### src/rtl/alu_unit_pkg.sv
// alu_unit_pkg: shared widths, opcode encodings and FSM states for the integer execution unit
package alu_unit_pkg;
  localparam int OP_WIDTH = 6;
  localparam int ROB_WIDTH = 4;
  localparam int DATA_WIDTH = 32;
  localparam logic TRUE = 1'b1;
  localparam logic FALSE = 1'b0;
  typedef enum logic [1:0] {IDLE, EXEC, WB} state_t;
  localparam logic [OP_WIDTH-1:0] OP_ADD   = 6'd1;
  localparam logic [OP_WIDTH-1:0] OP_SUB   = 6'd2;
  localparam logic [OP_WIDTH-1:0] OP_SLL   = 6'd3;
  localparam logic [OP_WIDTH-1:0] OP_SLT   = 6'd4;
  localparam logic [OP_WIDTH-1:0] OP_SLTU  = 6'd5;
  localparam logic [OP_WIDTH-1:0] OP_XOR   = 6'd6;
  localparam logic [OP_WIDTH-1:0] OP_SRL   = 6'd7;
  localparam logic [OP_WIDTH-1:0] OP_SRA   = 6'd8;
  localparam logic [OP_WIDTH-1:0] OP_OR    = 6'd9;
  localparam logic [OP_WIDTH-1:0] OP_AND   = 6'd10;
  localparam logic [OP_WIDTH-1:0] OP_ADDI  = 6'd11;
  localparam logic [OP_WIDTH-1:0] OP_SLTI  = 6'd12;
  localparam logic [OP_WIDTH-1:0] OP_SLTIU = 6'd13;
  localparam logic [OP_WIDTH-1:0] OP_XORI  = 6'd14;
  localparam logic [OP_WIDTH-1:0] OP_ORI   = 6'd15;
  localparam logic [OP_WIDTH-1:0] OP_ANDI  = 6'd16;
  localparam logic [OP_WIDTH-1:0] OP_SLLI  = 6'd17;
  localparam logic [OP_WIDTH-1:0] OP_SRLI  = 6'd18;
  localparam logic [OP_WIDTH-1:0] OP_SRAI  = 6'd19;
  localparam logic [OP_WIDTH-1:0] OP_LUI   = 6'd20;
  localparam logic [OP_WIDTH-1:0] OP_AUIPC = 6'd21;
  localparam logic [OP_WIDTH-1:0] OP_JAL   = 6'd22;
  localparam logic [OP_WIDTH-1:0] OP_JALR  = 6'd23;
  localparam logic [OP_WIDTH-1:0] OP_BEQ   = 6'd24;
  localparam logic [OP_WIDTH-1:0] OP_BNE   = 6'd25;
  localparam logic [OP_WIDTH-1:0] OP_BLT   = 6'd26;
  localparam logic [OP_WIDTH-1:0] OP_BGE   = 6'd27;
  localparam logic [OP_WIDTH-1:0] OP_BLTU  = 6'd28;
  localparam logic [OP_WIDTH-1:0] OP_BGEU  = 6'd29;
endpackage

### src/rtl/alu_unit_core.sv
// alu_core: combinational RV32I op evaluation (op, vj, vk, imm, pc) -> (result, jump, target)
module alu_core
  import alu_unit_pkg::*;
(
  input  logic [OP_WIDTH-1:0]   op,
  input  logic [DATA_WIDTH-1:0] vj,
  input  logic [DATA_WIDTH-1:0] vk,
  input  logic [DATA_WIDTH-1:0] imm,
  input  logic [DATA_WIDTH-1:0] pc,
  output logic [DATA_WIDTH-1:0] result,
  output logic                  jump,
  output logic [DATA_WIDTH-1:0] target
);
  logic [DATA_WIDTH-1:0] b;
  logic [DATA_WIDTH-1:0] pc_imm;
  logic [DATA_WIDTH-1:0] link;
  logic [4:0] sh;
  assign b = (op inside {OP_ADDI, OP_SLTI, OP_SLTIU, OP_XORI, OP_ORI, OP_ANDI, OP_SLLI, OP_SRLI, OP_SRAI}) ? imm : vk;
  assign sh = b[4:0];
  assign pc_imm = pc + imm;
  assign link = pc + DATA_WIDTH'(4);
  always_comb begin
    result = '0;
    jump = FALSE;
    target = '0;
    case (op)
      OP_ADD, OP_ADDI:   result = vj + b;
      OP_SUB:            result = vj - vk;
      OP_SLL, OP_SLLI:   result = vj << sh;
      OP_SRL, OP_SRLI:   result = vj >> sh;
      OP_SRA, OP_SRAI:   result = $unsigned($signed(vj) >>> sh);
      OP_SLT, OP_SLTI:   result = DATA_WIDTH'($signed(vj) < $signed(b));
      OP_SLTU, OP_SLTIU: result = DATA_WIDTH'(vj < b);
      OP_XOR, OP_XORI:   result = vj ^ b;
      OP_OR, OP_ORI:     result = vj | b;
      OP_AND, OP_ANDI:   result = vj & b;
      OP_LUI:            result = imm;
      OP_AUIPC:          result = pc_imm;
      OP_JAL: begin
        result = link;
        jump = TRUE;
        target = pc_imm;
      end
      OP_JALR: begin
        result = link;
        jump = TRUE;
        target = (vj + imm) & ~DATA_WIDTH'(1);
      end
      OP_BEQ, OP_BNE, OP_BLT, OP_BGE, OP_BLTU, OP_BGEU: begin
        target = pc_imm;
        jump = op == OP_BEQ  ? vj == vk :
               op == OP_BNE  ? vj != vk :
               op == OP_BLT  ? $signed(vj) < $signed(vk) :
               op == OP_BGE  ? $signed(vj) >= $signed(vk) :
               op == OP_BLTU ? vj < vk : vj >= vk;
      end
      default: ;
    endcase
  end
endmodule

### src/rtl/alu_unit.sv
// alu_unit: RS issue -> one-cycle exec -> hold until CDB grant -> single broadcast of result/tag/redirect
module alu_unit
  import alu_unit_pkg::*;
(
  input  logic                  clk_in,
  input  logic                  rst_in,
  input  logic                  rdy_in,
  input  logic                  clear_in,
  input  logic                  rdy_rs_in,
  input  logic [OP_WIDTH-1:0]   opcode_rs_in,
  input  logic [DATA_WIDTH-1:0] vj_rs_in,
  input  logic [DATA_WIDTH-1:0] vk_rs_in,
  input  logic [DATA_WIDTH-1:0] imm_rs_in,
  input  logic [DATA_WIDTH-1:0] pc_rs_in,
  input  logic [ROB_WIDTH-1:0]  rob_id_rs_in,
  output logic                  idle_rs_out,
  output logic                  req_cdb_out,
  input  logic                  grant_cdb_in,
  output logic                  rdy_cdb_out,
  output logic [DATA_WIDTH-1:0] result_cdb_out,
  output logic [ROB_WIDTH-1:0]  rob_id_cdb_out,
  output logic                  jump_cdb_out,
  output logic [DATA_WIDTH-1:0] target_cdb_out
);
  state_t state;
  logic [OP_WIDTH-1:0] op_q;
  logic [DATA_WIDTH-1:0] vj_q, vk_q, imm_q, pc_q;
  logic [ROB_WIDTH-1:0] tag_q;
  logic [DATA_WIDTH-1:0] result, target;
  logic jump;
  alu_core u_core (
    .op(op_q), .vj(vj_q), .vk(vk_q), .imm(imm_q), .pc(pc_q),
    .result(result), .jump(jump), .target(target)
  );
  always_ff @(posedge clk_in) begin
    if (rst_in) begin
      state <= IDLE;
      idle_rs_out <= TRUE;
      req_cdb_out <= FALSE;
      rdy_cdb_out <= FALSE;
      result_cdb_out <= '0;
      rob_id_cdb_out <= '0;
      jump_cdb_out <= FALSE;
      target_cdb_out <= '0;
      op_q <= '0;
      vj_q <= '0;
      vk_q <= '0;
      imm_q <= '0;
      pc_q <= '0;
      tag_q <= '0;
    end else if (clear_in) begin
      state <= IDLE;
      idle_rs_out <= TRUE;
      req_cdb_out <= FALSE;
      rdy_cdb_out <= FALSE;
    end else if (rdy_in) begin
      rdy_cdb_out <= FALSE;
      case (state)
        IDLE: if (rdy_rs_in && idle_rs_out) begin
          op_q <= opcode_rs_in;
          vj_q <= vj_rs_in;
          vk_q <= vk_rs_in;
          imm_q <= imm_rs_in;
          pc_q <= pc_rs_in;
          tag_q <= rob_id_rs_in;
          idle_rs_out <= FALSE;
          state <= EXEC;
        end
        EXEC: begin
          result_cdb_out <= result;
          jump_cdb_out <= jump;
          target_cdb_out <= target;
          rob_id_cdb_out <= tag_q;
          req_cdb_out <= TRUE;
          state <= WB;
        end
        WB: if (grant_cdb_in) begin
          req_cdb_out <= FALSE;
          rdy_cdb_out <= TRUE;
          idle_rs_out <= TRUE;
          state <= IDLE;
        end
        default: state <= IDLE;
      endcase
    end
  end
endmodule

### config.mk
export PLATFORM = sky130hd
export DESIGN_NAME = alu_unit
export DESIGN_NICKNAME = d
export VERILOG_FILES = /design/src/rtl/alu_unit_pkg.sv /design/src/rtl/alu_unit_core.sv /design/src/rtl/alu_unit.sv
export SDC_FILE = /design/constraint.sdc
export NUM_CORES = 1
export LEC_CHECK = 0
export BUFFER_PORTS_ARGS = -buffer_cell sky130_fd_sc_hd__buf_2
export CAP_MARGIN = 20
export CORE_ASPECT_RATIO = 1.5
export CORE_MARGIN = 2
export CORE_UTILIZATION = 55
export DETAILED_ROUTE_END_ITERATION = 12
export PLACE_DENSITY = 0.79
export SLEW_MARGIN = 10
export SYNTH_ARGS = -nofsm -noshare
export SYNTH_HDL_FRONTEND = slang
export SYNTH_HIERARCHICAL = 1
export SYNTH_SLANG_ARGS = --single-unit
### constraint.sdc
create_clock -name clk_in -period 5.51 [get_ports clk_in]
set_clock_uncertainty 0.15 [all_clocks]
set_input_delay 0.8265 -clock clk_in [delete_from_list [all_inputs] [get_ports clk_in]]
set_output_delay 0.8265 -clock clk_in [all_outputs]
set_load 0.005 [all_outputs]
==> flow_summary_export.csv, run 1 <==
group,metric,value,unit
min_path,worstHoldPathCells,2,
critical_path,path_depth,17,
detailed_routing,antenna_left,0,
cts,cts_buffers,23,
critical_path,crit_type,"reg -> reg",
cts,post_cts_buffers,0,
grt,grt_pass1_vias,23888,
synth,synth.avg_cell_area,7.54,sq um
timing,setup_violations,0,
floorplanning,core,0.0410,sq mm
final_layout,final_area,0.0251,sq mm
critical_path,slowest_stage,"o21a_2",
place,io_buffer_count,215,
floorplanning,fp.dieW,170,um
timing,worst_slew_pin_slew,1.08,ns
grt,grt-ovfl-total,0,
detailed_routing,drc,0,
run,maxCapViolCount,0,
detailed_routing,wl,100000,um
place,place_area,0.0243,sq mm
place,dp_hpwl,75100,um
critical_path,worstPathCellList,"a21oi_1, o21a_2, mux2_2, inv_1, ha_1, or3_1, a21oi_1, a211oi_1, a21o_1, a21oi_1, o21bai_1, a21oi_1, xnor2_1, a221oi_1, o211ai_1, nand2_1, a21oi_1",
critical_path,r2r-start,"op_q[1]",
floorplanning,start_util,55.6,%
cts,clkLatencyLatePin,0.57,ns
cts,htree_levels,1,
min_path,min_from,"target_cdb_out[23]",
final_layout,drive_gt1_share,13.0,%
synth,synth-edff-count,0,
floorplanning,io-pin-count,216,
timing,hold_viol_final,0,
floorplanning,dieArea,0.0431,sq mm
synth,ys.flop_type,"dfxtp_1",
cts,clk_transition_reported_paths,0.07,ns
place,pre_cts_ws,0.548,ns
critical_path,crit_family,"compound AO/OA/AOI/OAI gates",
power,power_leakage,10.4,nW
critical_path,critPathLaunchType,"flop",
detailed_routing,drt_first_pass_iters,9,
cts,cts_tree,"yes",
synth,synth_area,0.0228,sq mm
synth,synth_warnings,6,
floorplanning,die_h,253,um
critical_path,cpPeakStageDelay,0.73,ns
timing,min_period_over_period,92.6,%
synth,ys_seq_area_share,18.6,%
grt,grt_pass1_wl,146000,um
detailed_routing,wl_per_cell,27.3,um
critical_path,r2r-end,"result_cdb_out[13]",
critical_path,crit_top_cell,"a21oi_1",
cts,cts-root-buf,"clkbuf_16",
place,place.gp.congestion,1.09,
timing,fmax,196,MHz
run_status,status,"finished clean",
detailed_routing,dr_total_vias,25004,
synth,synthCells,3019,
power,ir_worst_vdd,0.244,mV
final_layout,area_growth,10.2,%
synth,ys_ff_latch,212,
cts,cts_max_path_buffers,3,
cts,clock-sinks,212,
critical_path,cp_max_fo,19,
timing,relSlewSlack,27.8,%
critical_path,cp-startpoint,"op_q[1]",
min_path,hold_class,"reg -> reg",
timing,slew_viol_final,0,
synth,async_flop_share,0,%
final_layout,nets,3474,
critical_path,endpoint_kind,"flop",
synth,syn_nets,3350,
critical_path,r2r_slack,0.41,ns
timing,tns,0,ns
min_path,holdPathEnd,"target_cdb_out[23]",
grt,grt_max_degree,161,
timing,timing.hold.ws,0.303,ns
detailed_routing,first_iter_violations,2814,
critical_path,critical_path_required,5.77,ns
critical_path,critPathBufInv,1,
cts,ctsResizeCount,0,
timing,rsz0062_at_grt,"no",
critical_path,worstRegToRegCells,17,
grt,grt_util_all_layers,45.2,%
cts,cts_hold_buf,0,
critical_path,arrival,5.37,ns
floorplanning,rows,91,
detailed_routing,viasPerCell,6.80,
timing,setup_slack,0.406,ns
synth,yosysUniqueCellTypes,93,
timing,min_period,5.10,ns
power,power_density,181,mW/mm^2
grt,antenna_found_initial,5,
-- state kept, by name, indices dropped and copies added (netlist names), 2 cells and up --
signal and flops:
imm_q 32, pc_q 32, result_cdb_out 32, target_cdb_out 32, vj_q 32, vk_q 32, op_q 6, rob_id_cdb_out 4
tag_q 4, state 2
-- cells by family (layout without fill, tap and decap cells) --
| family | Yosys count | after routing | share of synthesized area, % |
|---|---|---|---|
| compound gates | 841 | 841 | 24.4 |
| other cells | 0 | 6 | 0 |
| xor+xnor | 131 | 131 | 5.04 |
| simple gates | 1059 | 1059 | 23.5 |
| flops | 212 | 212 | 18.6 |
| buf+inv | 327 | 468 | 6.20 |
| mux | 262 | 262 | 11.9 |
| fa+ha+maj | 187 | 187 | 10.4 |
-- power breakdown --
group | internal, mW | total, mW | switching, mW
clock | 0.980 | 1.71 | 0.733
sequential | 1.57 | 1.65 | 0.0775
combinational | 0.463 | 1.18 | 0.718
total | 3.01 | 4.54 | 1.53
-- routing by layer --
metal	part of all wire, %	global-route usage [%]	vias to the layer above
met5	0.026	0	-
met4	9.1	34.0	4
met3	11	13.3	473
met2	44	70.6	1582
met1	36	51.7	11812
li1	-	-	11133
-- metrics by stage --
stage	power [mW]	cells	utilization, %
after floorplan	2.42	3019	-
after CTS	4.50	3670	61.2
after global placement	2.78	3627	59.2
after global routing	4.68	3672	61.2
after detailed placement	2.80	3628	59.2
final	4.54	3677	61.2
-- Yosys cell counts (23+ instances only) --
library cell | instances | area, sq um
a21o_1 | 57 | 428
clkbuf_1 | 131 | 492
a221oi_1 | 26 | 228
nor2_1 | 180 | 676
a31oi_1 | 24 | 150
o21ai_0 | 174 | 871
mux2_2 | 41 | 462
mux2i_1 | 219 | 2190
a211oi_1 | 31 | 233
xnor2_1 | 97 | 850
o22ai_1 | 27 | 169
dfxtp_1 | 212 | 4240
nand4_1 | 25 | 156
nand3_1 | 91 | 455
nand2b_1 | 298 | 1860
buf_2 | 26 | 130
inv_1 | 133 | 499
o211ai_1 | 57 | 428
ha_1 | 183 | 2290
a21oi_1 | 223 | 1120
nand2_1 | 304 | 1140
xor2_1 | 34 | 298
a222oi_1 | 23 | 230
nor3_1 | 44 | 220
-- worst min-delay path, delay by kind of cell, from the launching register on --
family	cells	cell delay [ns]
AOI/OAI and AO/OA	1	0.05
DFF	1	0.31
and+or+nand+nor	1	0.05
-- cells in the final DEF, fill, tap and decap left out, types with 24 or more instances in the layout --
master    instances
a21oi_1         223
mux2_2           41
mux2i_1         217
dfxtp_1         212
nand2_1         304
o22ai_1          27
o211ai_1         57
xnor2_1          97
a211oi_1         31
nand2b_1        298
nand4_1          25
o21ai_0         174
nor2_1          180
xor2_1           34
a31oi_1          24
buf_2           214
inv_1           133
ha_1            183
a21o_1           57
a221oi_1         26
buf_4            73
nand3_1          91
nor3_1           42
-- worst max path at each step --
stage	end	slack, ns
floorplan	result_cdb_out[19]	0.66
global placement	result_cdb_out[13]	0.58
detailed placement	result_cdb_out[13]	0.55
CTS	result_cdb_out[13]	0.52
global route	result_cdb_out[12]	0.18
finish	result_cdb_out[13]	0.41
-- cell type report --
cell class	count	area (sq um)
fill	3734	15900
sequential	212	4240
clock buffer	31	656
inverter	136	513
timing repair buffer	290	1670
multi-input combinational	2480	17200
clock inverter	11	146
tap	511	639
antenna	6	15.0
Note: power is estimated with default switching activity, not from simulation.
==> run 2: changes to the inputs <==
--- a/config.mk
+++ b/config.mk
@@ -12,6 +12,7 @@
 export CORE_UTILIZATION = 55
 export DETAILED_ROUTE_END_ITERATION = 12
 export PLACE_DENSITY = 0.79
+export RECOVER_POWER = 50
 export SLEW_MARGIN = 10
 export SYNTH_ARGS = -nofsm -noshare
 export SYNTH_HDL_FRONTEND = slang
==> flow_summary_export.csv, run 2 (synthesis results as in run 1) <==
group,metric,value,unit
run_status,status,"finished, violations left",
run_status,violations,"max-capacitance violations, max-slew violations",
floorplanning,dieArea,0.0431,sq mm
detailed_routing,wl_per_cell,27.3,um
detailed_routing,wl_met3,11100,um
floorplanning,core,0.0410,sq mm
timing,slew_viol_final,143,
final_layout,layout_commonest_cell,"nand2_1",
detailed_routing,first_iter_violations,2743,
grt,grt_pass1_wl,146000,um
final_layout,layout_common_cells,"nand2_1 (304), nand2b_1 (298), a21oi_1 (223), mux2i_1 (217), dfxtp_1 (212)",
critical_path,arrival,5.40,ns
final_layout,drive_gt1_share,11.1,%
place,dp_hpwl,75100,um
critical_path,crit_type,"reg -> reg",
cts,post_cts_buffers,0,
power,ir_worst_vdd,0.245,mV
critical_path,worstRegToRegCells,17,
grt,grt_pass1_vias,23888,
detailed_routing,met2WireLength,43900,um
floorplanning,rows,91,
grt,grt_max_degree,161,
cts,htree_levels,1,
cts,ctsResizeCount,0,
detailed_routing,wl_met1,36300,um
timing,fmax,195,MHz
timing,min_period,5.13,ns
min_path,min_from,"target_cdb_out[5]",
critical_path,r2r_slack,0.38,ns
place,io_buffer_count,215,
critical_path,r2r-start,"op_q[1]",
place,pre_cts_ws,0.548,ns
timing,min_period_over_period,93.1,%
grt,grt-ovfl-total,0,
timing,relSlewSlack,-166,%
timing,hold_viol_final,0,
cts,cts_hold_buf,0,
place,place.gp.congestion,1.09,
cts,clkLatencyLatePin,0.57,ns
power,power_density,182,mW/mm^2
timing,rsz0062_at_grt,"no",
detailed_routing,drt_first_pass_iters,7,
cts,cts-root-buf,"clkbuf_16",
grt,grt_util_all_layers,45.2,%
detailed_routing,antenna_left,0,
floorplanning,die_h,253,um
min_path,hold_class,"reg -> reg",
min_path,worstHoldPathCells,2,
final_layout,nets,3474,
timing,setup_slack,0.379,ns
detailed_routing,wl,100000,um
grt,antenna_found_initial,4,
critical_path,endpoint_kind,"flop",
cts,clk_transition_reported_paths,0.07,ns
timing,worst_slew_pin_slew,4.00,ns
detailed_routing,highest_layer,"met5",
floorplanning,io-pin-count,216,
cts,cts_tree,"yes",
critical_path,r2r-end,"result_cdb_out[13]",
cts,clock-sinks,212,
cts,cts_buffers,23,
floorplanning,fp.dieW,170,um
cts,cts_max_path_buffers,3,
timing,setup_violations,0,
detailed_routing,drc,0,
min_path,holdPathEnd,"target_cdb_out[5]",
timing,tns,0,ns
final_layout,area_growth,9.74,%
power,power_leakage,10.2,nW
critical_path,critical_path_required,5.78,ns
detailed_routing,dr_total_vias,24957,
detailed_routing,viasPerCell,6.79,
run,maxCapViolCount,1,
critical_path,cp_max_fo,19,
floorplanning,start_util,55.6,%
power,power.total,4.55,mW
critical_path,critPathLaunchType,"flop",
final_layout,post-route-util,61.0,%
## run 2: cell count changes in the layout (fill, tap and decap cells not counted), sizes merged
cell	delta
buf	-55
clkbuf	+55
diode	-3
## run 2: routing by layer
metal | GRT usage (%) | vias up
met5 | 0 | -
met4 | 34.0 | 4
met3 | 13.3 | 457
met2 | 70.6 | 1550
met1 | 51.7 | 11820
li1 | - | 11126
## run 2: per-stage QoR
stage          hold WS, ns  area [sq um]  cells
2_1_floorplan        0.282         22800   3019
3_3_place_gp         0.288         24300   3627
6_report             0.305         25000   3674
3_5_place_dp         0.296         24300   3628
4_1_cts              0.305         25100   3670
5_1_grt              0.327         25000   3672
## run 2: worst max-delay path, stage by stage, from the launching register on
cell	delay, ns
dfxtp_1	0.33
a21oi_1	0.26
o21a_2	0.75
mux2_2	0.43
inv_1	0.08
ha_1	0.33
or3_1	0.41
a21oi_1	0.13
a211oi_1	0.10
a21o_1	0.20
a21oi_1	0.28
o21bai_1	0.10
a21oi_1	0.32
xnor2_1	0.11
a221oi_1	0.58
o211ai_1	0.18
nand2_1	0.10
a21oi_1	0.07
## run 2: worst max path at each step
stage | startpoint | to | slack, ns | cells past startpoint
6_report | op_q[1] | result_cdb_out[13] | 0.38 | 17
5_1_grt | op_q[3] | result_cdb_out[12] | 0.18 | 13
4_1_cts | op_q[1] | result_cdb_out[13] | 0.52 | 17
3_5_place_dp | op_q[1] | result_cdb_out[13] | 0.55 | 17
3_3_place_gp | op_q[2] | result_cdb_out[13] | 0.58 | 17
2_1_floorplan | op_q[5] | result_cdb_out[19] | 0.66 | 21
## run 2: cell type report
type	count	area, sq um
well taps	511	639
flip-flops and latches	212	4240
clock inverters	11	146
diodes	3	7.51
inverters	136	513
multi-input cells	2480	17200
repair buffers	290	1590
fillers	3787	16000
clock buffers	31	656
## run 2: where the power goes
part	internal (mW)	switching [mW]
logic	0.466	0.719
clock network	0.980	0.739
registers	1.57	0.0772
